## src/rtl/nibble_acc_pkg.sv

```systemverilog
// Shared definitions for the nibble accumulator.
//
// Contents:
//   IN_W / OUT_W  - sample and sum widths (4-bit samples, 8-bit sums)
//   CNT_W         - width of the per-frame sample counter
//   state_t       - frame state: ACCUM (taking samples) / HOLD (sum presented)
//   SAT_MAX/MIN   - clamp limits used when SATURATE_EN is defined
package nibble_acc_pkg;

  localparam int IN_W  = 4;
  localparam int OUT_W = 8;
  localparam int CNT_W = 8;

  typedef enum logic {
    ACCUM = 1'b0,
    HOLD  = 1'b1
  } state_t;

  localparam logic signed [OUT_W-1:0] SAT_MAX = 8'sh7F;
  localparam logic signed [OUT_W-1:0] SAT_MIN = 8'sh80;

endpackage

```

## src/rtl/sign_extend_4to8.sv

```systemverilog
// Combinational sign extension of a 4-bit two's-complement sample to 8 bits.
//
// Ports:
//   din  - 4-bit signed sample
//   dout - 8-bit signed value, bit 3 of din replicated into the upper bits
module sign_extend_4to8
  import nibble_acc_pkg::*;
(
  input  logic signed [IN_W-1:0]  din,
  output logic signed [OUT_W-1:0] dout
);

  assign dout = {{(OUT_W-IN_W){din[IN_W-1]}}, din};

endmodule

```

## src/rtl/nibble_accumulator.sv

```systemverilog
// Frame accumulator: sums COUNT signed 4-bit samples into an 8-bit signed
// frame sum, then holds the sum on a valid/ready output until it is taken.
//
// Parameters:
//   COUNT     - samples per frame, 1..255
//
// Ports:
//   clk       - clock, all state updates on the rising edge
//   rst       - synchronous active-high reset
//   in_valid  - upstream sample present
//   in_ready  - high while accumulating (sample accepted on valid & ready)
//   in_value  - 4-bit two's-complement sample
//   out_valid - frame sum available (HOLD state)
//   out_ready - downstream takes the sum
//   out_sum   - current accumulator value (the frame sum while out_valid)
//   out_ovf   - an addition in this frame clamped
//
// Build option:
//   SATURATE_EN - when defined, each addition clamps to +127/-128 on signed
//                 overflow and sets out_ovf until the frame is taken or reset.
//                 When undefined, additions wrap modulo 256 and out_ovf is 0.
module nibble_accumulator
  import nibble_acc_pkg::*;
#(
  parameter int COUNT = 4
) (
  input  logic             clk,
  input  logic             rst,
  input  logic             in_valid,
  output logic             in_ready,
  input  logic [IN_W-1:0]  in_value,
  output logic             out_valid,
  input  logic             out_ready,
  output logic [OUT_W-1:0] out_sum,
  output logic             out_ovf
);

  localparam logic [CNT_W-1:0] LAST = CNT_W'(COUNT - 1);

`ifdef SATURATE_EN
  // Returns {clamped, sum}. Overflow is detected by the two top bits of the
  // 9-bit sum disagreeing; the top bit then gives the true sign.
  function automatic logic [OUT_W:0] add_sat(input logic signed [OUT_W-1:0] a,
                                             input logic signed [OUT_W-1:0] b);
    logic signed [OUT_W:0] wide;
    wide = $signed({a[OUT_W-1], a}) + $signed({b[OUT_W-1], b});
    if (wide[OUT_W] != wide[OUT_W-1]) begin
      return {1'b1, (wide[OUT_W] ? SAT_MIN : SAT_MAX)};
    end
    return {1'b0, wide[OUT_W-1:0]};
  endfunction
`else
  function automatic logic signed [OUT_W-1:0] add_wrap(input logic signed [OUT_W-1:0] a,
                                                       input logic signed [OUT_W-1:0] b);
    return a + b;
  endfunction
`endif

  state_t                   state_q;
  state_t                   state_d;
  logic signed [OUT_W-1:0]  ext_p0;
  logic signed [OUT_W-1:0]  sum_p0;
  logic signed [OUT_W-1:0]  acc_p1;
  logic        [CNT_W-1:0]  cnt_p1;
  logic                     vld_p0;
  logic                     take;

  // ---- stage p0: sign extension and adder (combinational) ----
  sign_extend_4to8 u_ext (
    .din  (in_value),
    .dout (ext_p0)
  );

`ifdef SATURATE_EN
  logic [OUT_W:0] sat_res_p0;
  logic           clip_p0;
  logic           ovf_p1;
  assign sat_res_p0 = add_sat(acc_p1, ext_p0);
  assign sum_p0     = sat_res_p0[OUT_W-1:0];
  assign clip_p0    = sat_res_p0[OUT_W];
  assign out_ovf    = ovf_p1;
`else
  assign sum_p0  = add_wrap(acc_p1, ext_p0);
  assign out_ovf = 1'b0;
`endif

  always_comb begin
    state_d   = state_q;
    in_ready  = (state_q == ACCUM);
    out_valid = (state_q == HOLD);
    vld_p0    = 1'b0;
    take      = 1'b0;
    case (state_q)
      ACCUM: begin
        vld_p0 = in_valid;
        if (in_valid && (cnt_p1 == LAST)) begin
          state_d = HOLD;
        end
      end
      HOLD: begin
        take = out_ready;
        if (out_ready) begin
          state_d = ACCUM;
        end
      end
      default: state_d = ACCUM;
    endcase
  end

  // ---- stage p1: accumulator, counter, overflow flag ----
  // acc_p1 only moves on an accept or a take, so it is frozen in HOLD.
  always_ff @(posedge clk) begin
    if (rst) begin
      state_q <= ACCUM;
      acc_p1  <= '0;
      cnt_p1  <= '0;
`ifdef SATURATE_EN
      ovf_p1  <= 1'b0;
`endif
    end else begin
      state_q <= state_d;
      if (vld_p0) begin
        acc_p1 <= sum_p0;
        cnt_p1 <= cnt_p1 + 8'd1;
`ifdef SATURATE_EN
        ovf_p1 <= ovf_p1 | clip_p0;
`endif
      end else if (take) begin
        acc_p1 <= '0;
        cnt_p1 <= '0;
`ifdef SATURATE_EN
        ovf_p1 <= 1'b0;
`endif
      end
    end
  end

  assign out_sum = acc_p1;

endmodule

```

## config.mk

```make
export PLATFORM = sky130hd
export DESIGN_NAME = nibble_accumulator
export DESIGN_NICKNAME = d
export VERILOG_FILES = /design/src/rtl/nibble_acc_pkg.sv /design/src/rtl/sign_extend_4to8.sv /design/src/rtl/nibble_accumulator.sv
export SDC_FILE = /design/constraint.sdc
export NUM_CORES = 1
export LEC_CHECK = 0
export ABC_AREA = 1
export BUFFER_PORTS_ARGS = -buffer_cell sky130_fd_sc_hd__buf_2
export CAP_MARGIN = 20
export CORE_MARGIN = 5
export CORE_UTILIZATION = 54
export CTS_CLUSTER_DIAMETER = 30
export DETAILED_ROUTE_END_ITERATION = 8
export GPL_TIMING_DRIVEN = 0
export PLACE_DENSITY_LB_ADDON = 0.1
export SYNTH_ARGS = -nofsm -noshare
export SYNTH_HDL_FRONTEND = slang
export SYNTH_SLANG_ARGS = --single-unit
```

## constraint.sdc

```tcl
create_clock -name clk -period 2.14 [get_ports clk]
set_clock_uncertainty 0.2 [all_clocks]
set_input_delay 0.428 -clock clk [delete_from_list [all_inputs] [get_ports clk]]
set_output_delay 0.428 -clock clk [all_outputs]
set_load 0.1 [all_outputs]
```

==> flow_summary.toml, run 1 <==
[placed_design]
io_buffers = 17
gp_congestion = 0.820
dpl.hpwl_mm = 1.75
dpl-instance-area_um2 = 1170

[grt]
grt_max_degree = 11
antenna_found_initial = 0
grtUsageTotal = 0.186
grt_pass1_vias = 1016
grt_first_pass_wirelength_mm = 4.04
grt.overflow.total = 0

[pwr]
p_leak_nw = 0.606
power_frac_comb = 0.358
p_clk_frac = 0.211
ir_drop_uv = 391
p_int_uw = 483
seq_power_share = 0.431
switchingPower_uw = 339
powerDensity_nw_per_um2 = 686
swShare = 0.412

[synthesis]
synth_edf_count = 0
avgSynthCellArea_um2 = 6.78
async_flop_share = 0
yosysWarnings = 0
synth_largest_area_cell = "dfxtp_1"
ys_ff_latch = 17
syn_inst = 154
netlist_area_um2 = 1040
yosys-top-cells-area = "dfxtp_1, nand2_1, ha_1"
synth.most_common_cell = "nand2_1"
synth_cell_types = 26
yosys.area.top_type_share = 0.326
yosysSeqAreaShare = 0.326
synth_fp_nets = 171
synth-main-ff-cell = "dfxtp_1"
synth_common_cells = "nand2_1, inv_1, a21oi_1"

[worst_setup_path]
crit_arrival_ns = 1.15
cp_max_fo = 4
crit_buf_inv = 1
critical_path_required_ns = 1.51
crit_family = "buffers and inverters"
critical_path.endpoint_type = "output pin"
critical_path.slowest_cell = "buf_2"
r2r_slack_ns = 0.41
startpoint_type = "flip-flop"
max_stage_delay_ns = 0.45
path_cells = "buf_2"
critPathKind = "reg -> out"

[floorplan]
die-area_um2 = 2910
io_pins = 19
die_x_um = 54.0
start_util = 0.549
core.rowCount = 16
fp.dieH_um = 54.0
core_area_um2 = 1900

[cells_and_area]
design_area_um2 = 1200
antenna_cells = 0
final_nets = 193
fillers = 188
synthToLayoutAreaGrowth_pct = 14.7
drive_gt1_frac = 0.194

[worst_hold_path]
min_path_type = "in -> reg"

[clocking]
clk_latency_ns = 0.29
clk_path_buf_depth = 2
cts-resized-gates = 0
cts_hold_buf = 0
root_buffer = "clkbuf_4"
cts_tree = "built"
numCtsBuffers = 3
clock_sinks = 17
clk_pin_slew_ns = 0.10
cts_max_level = 1
post_cts_buffers = 0

[route]
vias = 1039
avgViaCountPerCell = 5.14
drtIter0Drc = 24
ant_nets = 0
wl_mm = 2.25
wl_per_cell_um = 11.1
firstDrtPassIters = 4
route.detailed.drc = 0

[timing]
final_max_slew_viol_count = 0
fmaxAchievable_mhz = 561
setup_viol_count_final = 0
post-route-min-period_ns = 1.78
rsz0062_at_grt = "false"
holdWs_ns = 0.172
hold_viol = 0
period_share = 0.833
setup_tns_ns = 0

[run_status]
status = "finished clean"

[run]
maxCapViolations = 0
-- metrics by stage --
step	utilization	setup slack [ns]	std cells	power, mW
2_1_floorplan	-	0.0144	154	0.603
3_3_place_gp	0.616	0.181	198	0.649
3_5_place_dp	0.616	0.179	198	0.656
4_1_cts	0.630	0.353	202	0.828
5_1_grt	0.630	0.294	202	0.882
6_report	0.630	0.358	202	0.823
-- flip-flops by register name, indices dropped and copies added (netlist names) --
signal / flops
cnt_p1: 8
out_sum: 8
out_valid: 1
-- cell usage in the layout (no fill, tap or decap), types with 2 or more instances in the layout --
cell	count
a21oi_1	19
buf_2	18
buf_4	2
clkbuf_1	2
clkbuf_4	3
dfxtp_1	10
dfxtp_2	7
ha_1	8
inv_1	21
nand2_1	47
nand3_1	9
nand4_1	3
nor2_1	7
nor2_2	2
o21ai_0	4
-- power groups by stage --
stage | Sequential, mW | Clock, mW | Combinational, mW
3_3_place_gp | 0.360 | 0 | 0.289
6_report | 0.354 | 0.174 | 0.295
3_5_place_dp | 0.362 | 0 | 0.294
2_1_floorplan | 0.473 | 0 | 0.130
4_1_cts | 0.354 | 0.178 | 0.295
5_1_grt | 0.357 | 0.200 | 0.325
-- worst reg2reg max path, delay by kind of cell (launching register included) --
| family | cells | cell delay, ns |
|---|---|---|
| fa+ha+maj | 2 | 0.64 |
| simple gates | 3 | 0.19 |
| compound gates | 2 | 0.30 |
| flops | 1 | 0.34 |
-- area by class of cell --
type	count	area [µm²]	area share
Multi-Input combinational cell	112	602	0.502
Sequential cell	17	349	0.291
Timing Repair Buffer	17	85.1	0.0710
Inverter	21	78.8	0.0658
Tap cell	27	33.8	0.0282
Clock buffer	4	26.3	0.0219
Buffer	4	23.8	0.0198
-- kinds of logic after synthesis --
| logic type | Yosys count | synth area share |
|---|---|---|
| and+or+nand+nor | 72 | 0.297 |
| DFF | 17 | 0.326 |
| adders and majority gates | 9 | 0.115 |
| AOI/OAI and AO/OA | 29 | 0.152 |
| other | 1 | 0.00359 |
| xor gates and xnor gates | 1 | 0.00838 |
| buffers and inverters | 25 | 0.0982 |
-- path summary, 6_finish.rpt --
| check | from | endpoint | depth (start not counted) |
|---|---|---|---|
| min reg2reg | out_sum[4]$_SDFFE_PP0P_ | out_sum[4]$_SDFFE_PP0P_ | 2 |
| max | out_sum[1]$_SDFFE_PP0P_ | out_sum[1] | 1 |
| min | rst | cnt_p1[6]$_SDFFE_PP0P_ | 2 |
| max reg2reg | out_sum[0]$_SDFFE_PP0P_ | out_sum[4]$_SDFFE_PP0P_ | 7 |
-- layer usage --
layer	global-route usage	wire length (µm)
met5	0	0
met2	0.317	1000
met1	0.229	1100
met4	0.0539	23
met3	0.0499	123
Note: power is estimated with default switching activity, not from simulation.
==> run 2, diff against run 1 <==
--- a/config.mk
+++ b/config.mk
@@ -9,7 +9,7 @@
 export BUFFER_PORTS_ARGS = -buffer_cell sky130_fd_sc_hd__buf_2
 export CAP_MARGIN = 20
 export CORE_MARGIN = 5
-export CORE_UTILIZATION = 54
+export CORE_UTILIZATION = 48
 export CTS_CLUSTER_DIAMETER = 30
 export DETAILED_ROUTE_END_ITERATION = 8
 export GPL_TIMING_DRIVEN = 0
==> constraint.sdc (replaced) <==
create_clock -name clk -period 1.5 [get_ports clk]
set_clock_uncertainty 0.2 [all_clocks]
set_input_delay 0.3 -clock clk [delete_from_list [all_inputs] [get_ports clk]]
set_output_delay 0.3 -clock clk [all_outputs]
set_load 0.1 [all_outputs]
==> run 2 against run 1 <==
  * The run now ends with negative setup slack left
  * Die area grew 10%
  * Register-to-register slack got worse by 0.56 ns
  * Flip-flop and latch count is the same
  * Global-route usage fell by 2.6 points
  * Via count increased by 3.2%
  * First-iteration DRC count increased by 8.3%
  * Non-clock buffer count increased by 1
  * Sequential share of layout area is 2.6 points lower
  * Worst hold slack got worse by 0.14 ns
  * Sequential power increased by 45%
==> flow_summary.toml, run 2 (synthesis gave the netlist of run 1 again) <==
[worst_setup_path]
critical_path.endpoint_type = "flip-flop"
startpoint = "out_sum[0]$_SDFFE_PP0P_"
crit_end = "out_sum[4]$_SDFFE_PP0P_"
critical_path_required_ns = 1.52
cp_max_fo = 4
reg2reg_from = "out_sum[0]$_SDFFE_PP0P_"
crit_arrival_ns = 1.67
rr_worst_depth = 7
startpoint_type = "flip-flop"
r2r_slack_ns = -0.15
critPathKind = "reg -> reg"
rr_endpoint = "out_sum[4]$_SDFFE_PP0P_"

[route]
drtIter0Drc = 26
ant_nets = 0
route.detailed.drc = 0
wl_mm = 2.53
avgViaCountPerCell = 5.28
firstDrtPassIters = 4
wl_per_cell_um = 12.4
vias = 1072

[grt]
grt_pass1_vias = 983
grt.overflow.total = 0
antenna_found_initial = 0
grt_first_pass_wirelength_mm = 4.18
grtUsageTotal = 0.160
grt_max_degree = 11
busiest_layer = "met2"
grt_use_met2 = 0.271
met3_usage = 0.0482
use_met1 = 0.205

[clocking]
clock_sinks = 17
cts_tree = "built"
root_buffer = "clkbuf_4"
clk_latency_ns = 0.29
clk_path_buf_depth = 2
cts_hold_buf = 0
clk_pin_slew_ns = 0.10
numCtsBuffers = 3
cts_max_level = 1

[timing]
hold_viol = 0
rsz0062_at_grt = "true"
setup_viol_count_final = 3
setup_ws_ns = -0.153
period_share = 1.10
fmaxAchievable_mhz = 605
final_max_slew_viol_count = 0
post-route-min-period_ns = 1.65

[floorplan]
die_x_um = 56.7
core_area_um2 = 2020
start_util = 0.517
core.rowCount = 16
fp.dieH_um = 56.7
io_pins = 19
die-area_um2 = 3210

[placed_design]
dpl.hpwl_mm = 1.88
gp_congestion = 0.789
dp_slack_ns = -0.204
dp.cells = 198
io_buffers = 17

[run]
maxCapViolations = 0

[cells_and_area]
instances_no_fill = 203
synthToLayoutAreaGrowth_pct = 36.4
layout_commonest_cell = "nand2_1"
drive_gt1_frac = 0.364
fillers = 173
antenna_cells = 0
final_nets = 194
final_util = 0.705
final_cell_mix = "nand2_1, inv_1, a21oi_1"

[pwr]
switchingPower_uw = 515
swShare = 0.413
total_power_mw = 1.25
powerDensity_nw_per_um2 = 876
p_leak_nw = 0.637
seq_power_share = 0.410
ir_drop_uv = 614
p_clk_frac = 0.193
power_frac_comb = 0.397
p_int_uw = 733

[run_status]
status = "complete, but fails checks"
violations = "negative setup slack"

[worst_hold_path]
min_path_type = "in -> reg"
==> run 2: layout make-up <==
class | instances | area, µm² | share of cell area
plain buffers | 4 | 27.5 | 0.0193
clock buffers | 3 | 22.5 | 0.0158
clock inverters | 1 | 5.00 | 0.00351
inverters | 21 | 82.6 | 0.0579
multi-input cells | 112 | 743 | 0.522
flip-flops and latches | 17 | 378 | 0.265
well taps | 27 | 33.8 | 0.0237
repair buffers | 18 | 133 | 0.0931
==> run 2: what timing repair did <==
item	CTS	global route
pin swaps	2	6
endpoints found under the setup margin	15	16
setup buffers	0	1
gates resized for setup	14	19
==> run 2: worst min path at each step <==
stage / startpoint / to / depth (start not counted)
3_3_place_gp: out_sum[7]$_SDFFE_PP0P_ / out_sum[7]$_SDFFE_PP0P_ / 2
5_1_grt: rst / cnt_p1[3]$_SDFFE_PP0P_ / 2
4_1_cts: rst / cnt_p1[6]$_SDFFE_PP0P_ / 2
3_5_place_dp: out_sum[7]$_SDFFE_PP0P_ / out_sum[7]$_SDFFE_PP0P_ / 2
2_1_floorplan: rst / cnt_p1[4]$_SDFFE_PP0P_ / 1
6_report: rst / cnt_p1[6]$_SDFFE_PP0P_ / 2
==> run 2: stage by stage <==
stage          cell area (µm²)  hold slack (ns)  setup TNS, ns
2_1_floorplan             1160            0.178          -1.08
3_3_place_gp              1280            0.264         -0.675
3_5_place_dp              1280            0.279         -0.824
4_1_cts                   1360           0.0290         -0.380
5_1_grt                   1430           0.0349         -0.940
6_report                  1430           0.0361         -0.350
==> run 2: worst max-delay path: stages, from the launching register on <==
cell	delay [ns]
dfxtp_4	0.37
ha_4	0.16
fa_2	0.40
a21oi_2	0.16
nor2_1	0.06
nor2_1	0.08
nand2_1	0.05
a21oi_1	0.10
==> run 2: routing by layer <==
layer | wire, µm | vias up
li1 | - | 550
met2 | 1340 | 25
met1 | 1060 | 495
met3 | 119 | 2
met4 | 8 | 0
met5 | 0 | -
==> run 2: power by group through the flow <==
stage | combinational (mW) | clock [mW] | sequential [mW]
2_1_floorplan | 0.211 | 0 | 0.679
3_3_place_gp | 0.445 | 0 | 0.518
3_5_place_dp | 0.457 | 0 | 0.520
4_1_cts | 0.479 | 0.248 | 0.512
5_1_grt | 0.539 | 0.269 | 0.518
6_report | 0.496 | 0.240 | 0.512
==> run 3, diff against run 2 <==
--- a/config.mk
+++ b/config.mk
@@ -6,10 +6,10 @@
 export NUM_CORES = 1
 export LEC_CHECK = 0
 export ABC_AREA = 1
-export BUFFER_PORTS_ARGS = -buffer_cell sky130_fd_sc_hd__buf_2
+export BUFFER_PORTS_ARGS = -buffer_cell sky130_fd_sc_hd__clkbuf_2
 export CAP_MARGIN = 20
 export CORE_MARGIN = 5
-export CORE_UTILIZATION = 48
+export CORE_UTILIZATION = 30
 export CTS_CLUSTER_DIAMETER = 30
 export DETAILED_ROUTE_END_ITERATION = 8
 export GPL_TIMING_DRIVEN = 0
@@ -17,3 +17,4 @@
 export SYNTH_ARGS = -nofsm -noshare
 export SYNTH_HDL_FRONTEND = slang
 export SYNTH_SLANG_ARGS = --single-unit
+export TNS_END_PERCENT = 100
==> run 3 against run 2 <==
  * The run still ends with negative setup slack left
  * Clock power rose by 11%
  * Fmax rose by 0.34%
  * Setup slack improved by 0.0056 ns
  * Register-to-register slack barely moved
  * Worst hold slack improved by 0.0082 ns
  * Power rose by 7.2%
  * Final cell count rose by 13%
==> flow_summary.toml, run 3 (synthesis gave the netlist of run 1 again) <==
[placed_design]
dpl-instance-area_um2 = 1310
dp_slack_ns = -0.253
gp_congestion = 0.820
io_buffers = 17
dpl.hpwl_mm = 1.85

[timing]
setup_viol_count_final = 5
period_share = 1.10
fmaxAchievable_mhz = 607
hold_viol = 0
final_max_slew_viol_count = 0
post-route-min-period_ns = 1.65
rsz0062_at_grt = "true"
slew_headroom = 0.572
setup_ws_ns = -0.147
worstMarginPinSlew_ns = 0.642

[route]
vias = 1068
ant_nets = 0
drtIter0Drc = 44
avgViaCountPerCell = 4.66
firstDrtPassIters = 4
wl_per_cell_um = 11.3
wl_mm = 2.59
route.detailed.drc = 0

[grt]
grt_pass1_vias = 1035
grt_max_degree = 11
grt_first_pass_wirelength_mm = 4.55
grtUsageTotal = 0.114
grt.overflow.total = 0
antenna_found_initial = 0

[worst_setup_path]
critical_path.endpoint_type = "flip-flop"
cp_max_fo = 4
reg2reg_from = "out_sum[0]$_SDFFE_PP0P_"
r2r_slack_ns = -0.15
rr_worst_depth = 7
startpoint_type = "flip-flop"
critPathKind = "reg -> reg"
rr_endpoint = "out_sum[4]$_SDFFE_PP0P_"
crit_arrival_ns = 1.68
critical_path_required_ns = 1.54

[clocking]
cts_tree = "built"
root_buffer = "clkbuf_4"
cts_max_level = 1
numCtsBuffers = 3
clock_sinks = 17
clk_latency_ns = 0.30
cts_hold_buf = 0
clk_pin_slew_ns = 0.11
clk_path_buf_depth = 2

[floorplan]
io_pins = 19
fp.dieH_um = 69.0
core_area_um2 = 3360
core.rowCount = 21
die_x_um = 69.0
die-area_um2 = 4760
start_util = 0.311

[cells_and_area]
synthToLayoutAreaGrowth_pct = 52.5
drive_gt1_frac = 0.415
design_area_um2 = 1590
final_cell_mix = "nand2_1, inv_1, a21oi_1"
final_nets = 201
antenna_cells = 0
layout_commonest_cell = "nand2_1"

[pwr]
total_power_mw = 1.34
powerDensity_nw_per_um2 = 841
p_leak_nw = 0.695
ir_drop_uv = 396

[worst_hold_path]
min_path_type = "in -> reg"
worstHoldEndpoint = "cnt_p1[4]$_SDFFE_PP0P_"
hp-start = "rst"
worstHoldPathCells = 2

[run_status]
status = "complete, but fails checks"
violations = "negative setup slack"

[run]
maxCapViolations = 0
run 3: changes by cell type in the layout (fill, tap and decap cells not counted), sizes merged:
cell,previous run,this run
clkbuf,5,20
clkinv,1,0
buf,20,13
run 3: per-stage QoR:
stage	cells	utilization	setup TNS [ns]	hold WS, ns
after global routing	229	0.474	-0.921	0.0457
after global placement	217	0.388	-0.962	0.271
final	229	0.474	-0.322	0.0443
after CTS	221	0.430	-0.314	0.0327
after detailed placement	217	0.388	-1.07	0.278
after floorplan	154	-	-1.08	0.178
run 3: area by class of cell:
type                    instances  area (µm²)
plain buffers                   4        27.5
clock buffers                   4        26.3
fillers                       374        1770
inverters                      21        82.6
multi-input cells             112         763
flip-flops and latches         17         375
well taps                      46        57.6
repair buffers                 25         260
run 3: worst max-delay path by stage:
| stage | startpoint | to | cells after the start |
|---|---|---|---|
| final | out_sum[0]$_SDFFE_PP0P_ | out_sum[4]$_SDFFE_PP0P_ | 7 |
| after global routing | out_sum[0]$_SDFFE_PP0P_ | out_sum[4]$_SDFFE_PP0P_ | 7 |
| after CTS | out_sum[0]$_SDFFE_PP0P_ | out_sum[4]$_SDFFE_PP0P_ | 7 |
| after detailed placement | in_value[3] | out_sum[4]$_SDFFE_PP0P_ | 9 |
| after global placement | in_value[3] | out_sum[4]$_SDFFE_PP0P_ | 9 |
| after floorplan | out_valid$_SDFF_PP0_ | out_valid$_SDFF_PP0_ | 3 |
run 3: what timing repair did:
action                     CTS  global route
gates resized for setup     24            28
setup endpoints to repair   15            15
setup buffers                0             8
pin swaps                    1            12
run 3: report_power, final:
part | internal, mW | switching [mW]
clock | 0.104 | 0.162
sequential | 0.480 | 0.0310
combinational | 0.208 | 0.353
run 3: per-layer routing:
layer | part of all wire | track usage | vias to the layer above
li1 | - | - | 563
met1 | 0.48 | 0.141 | 486
met2 | 0.47 | 0.184 | 14
met3 | 0.036 | 0.0276 | 5
met4 | 0.020 | 0.0542 | 0
met5 | 0 | 0 | -
run 3: worst max-delay path, stage by stage (launching register included):
cell     delay [ns]
dfxtp_4        0.37
ha_4           0.16
fa_2           0.40
a21oi_2        0.16
nor2_1         0.05
nor2_1         0.08
nand2_1        0.07
a21oi_2        0.10
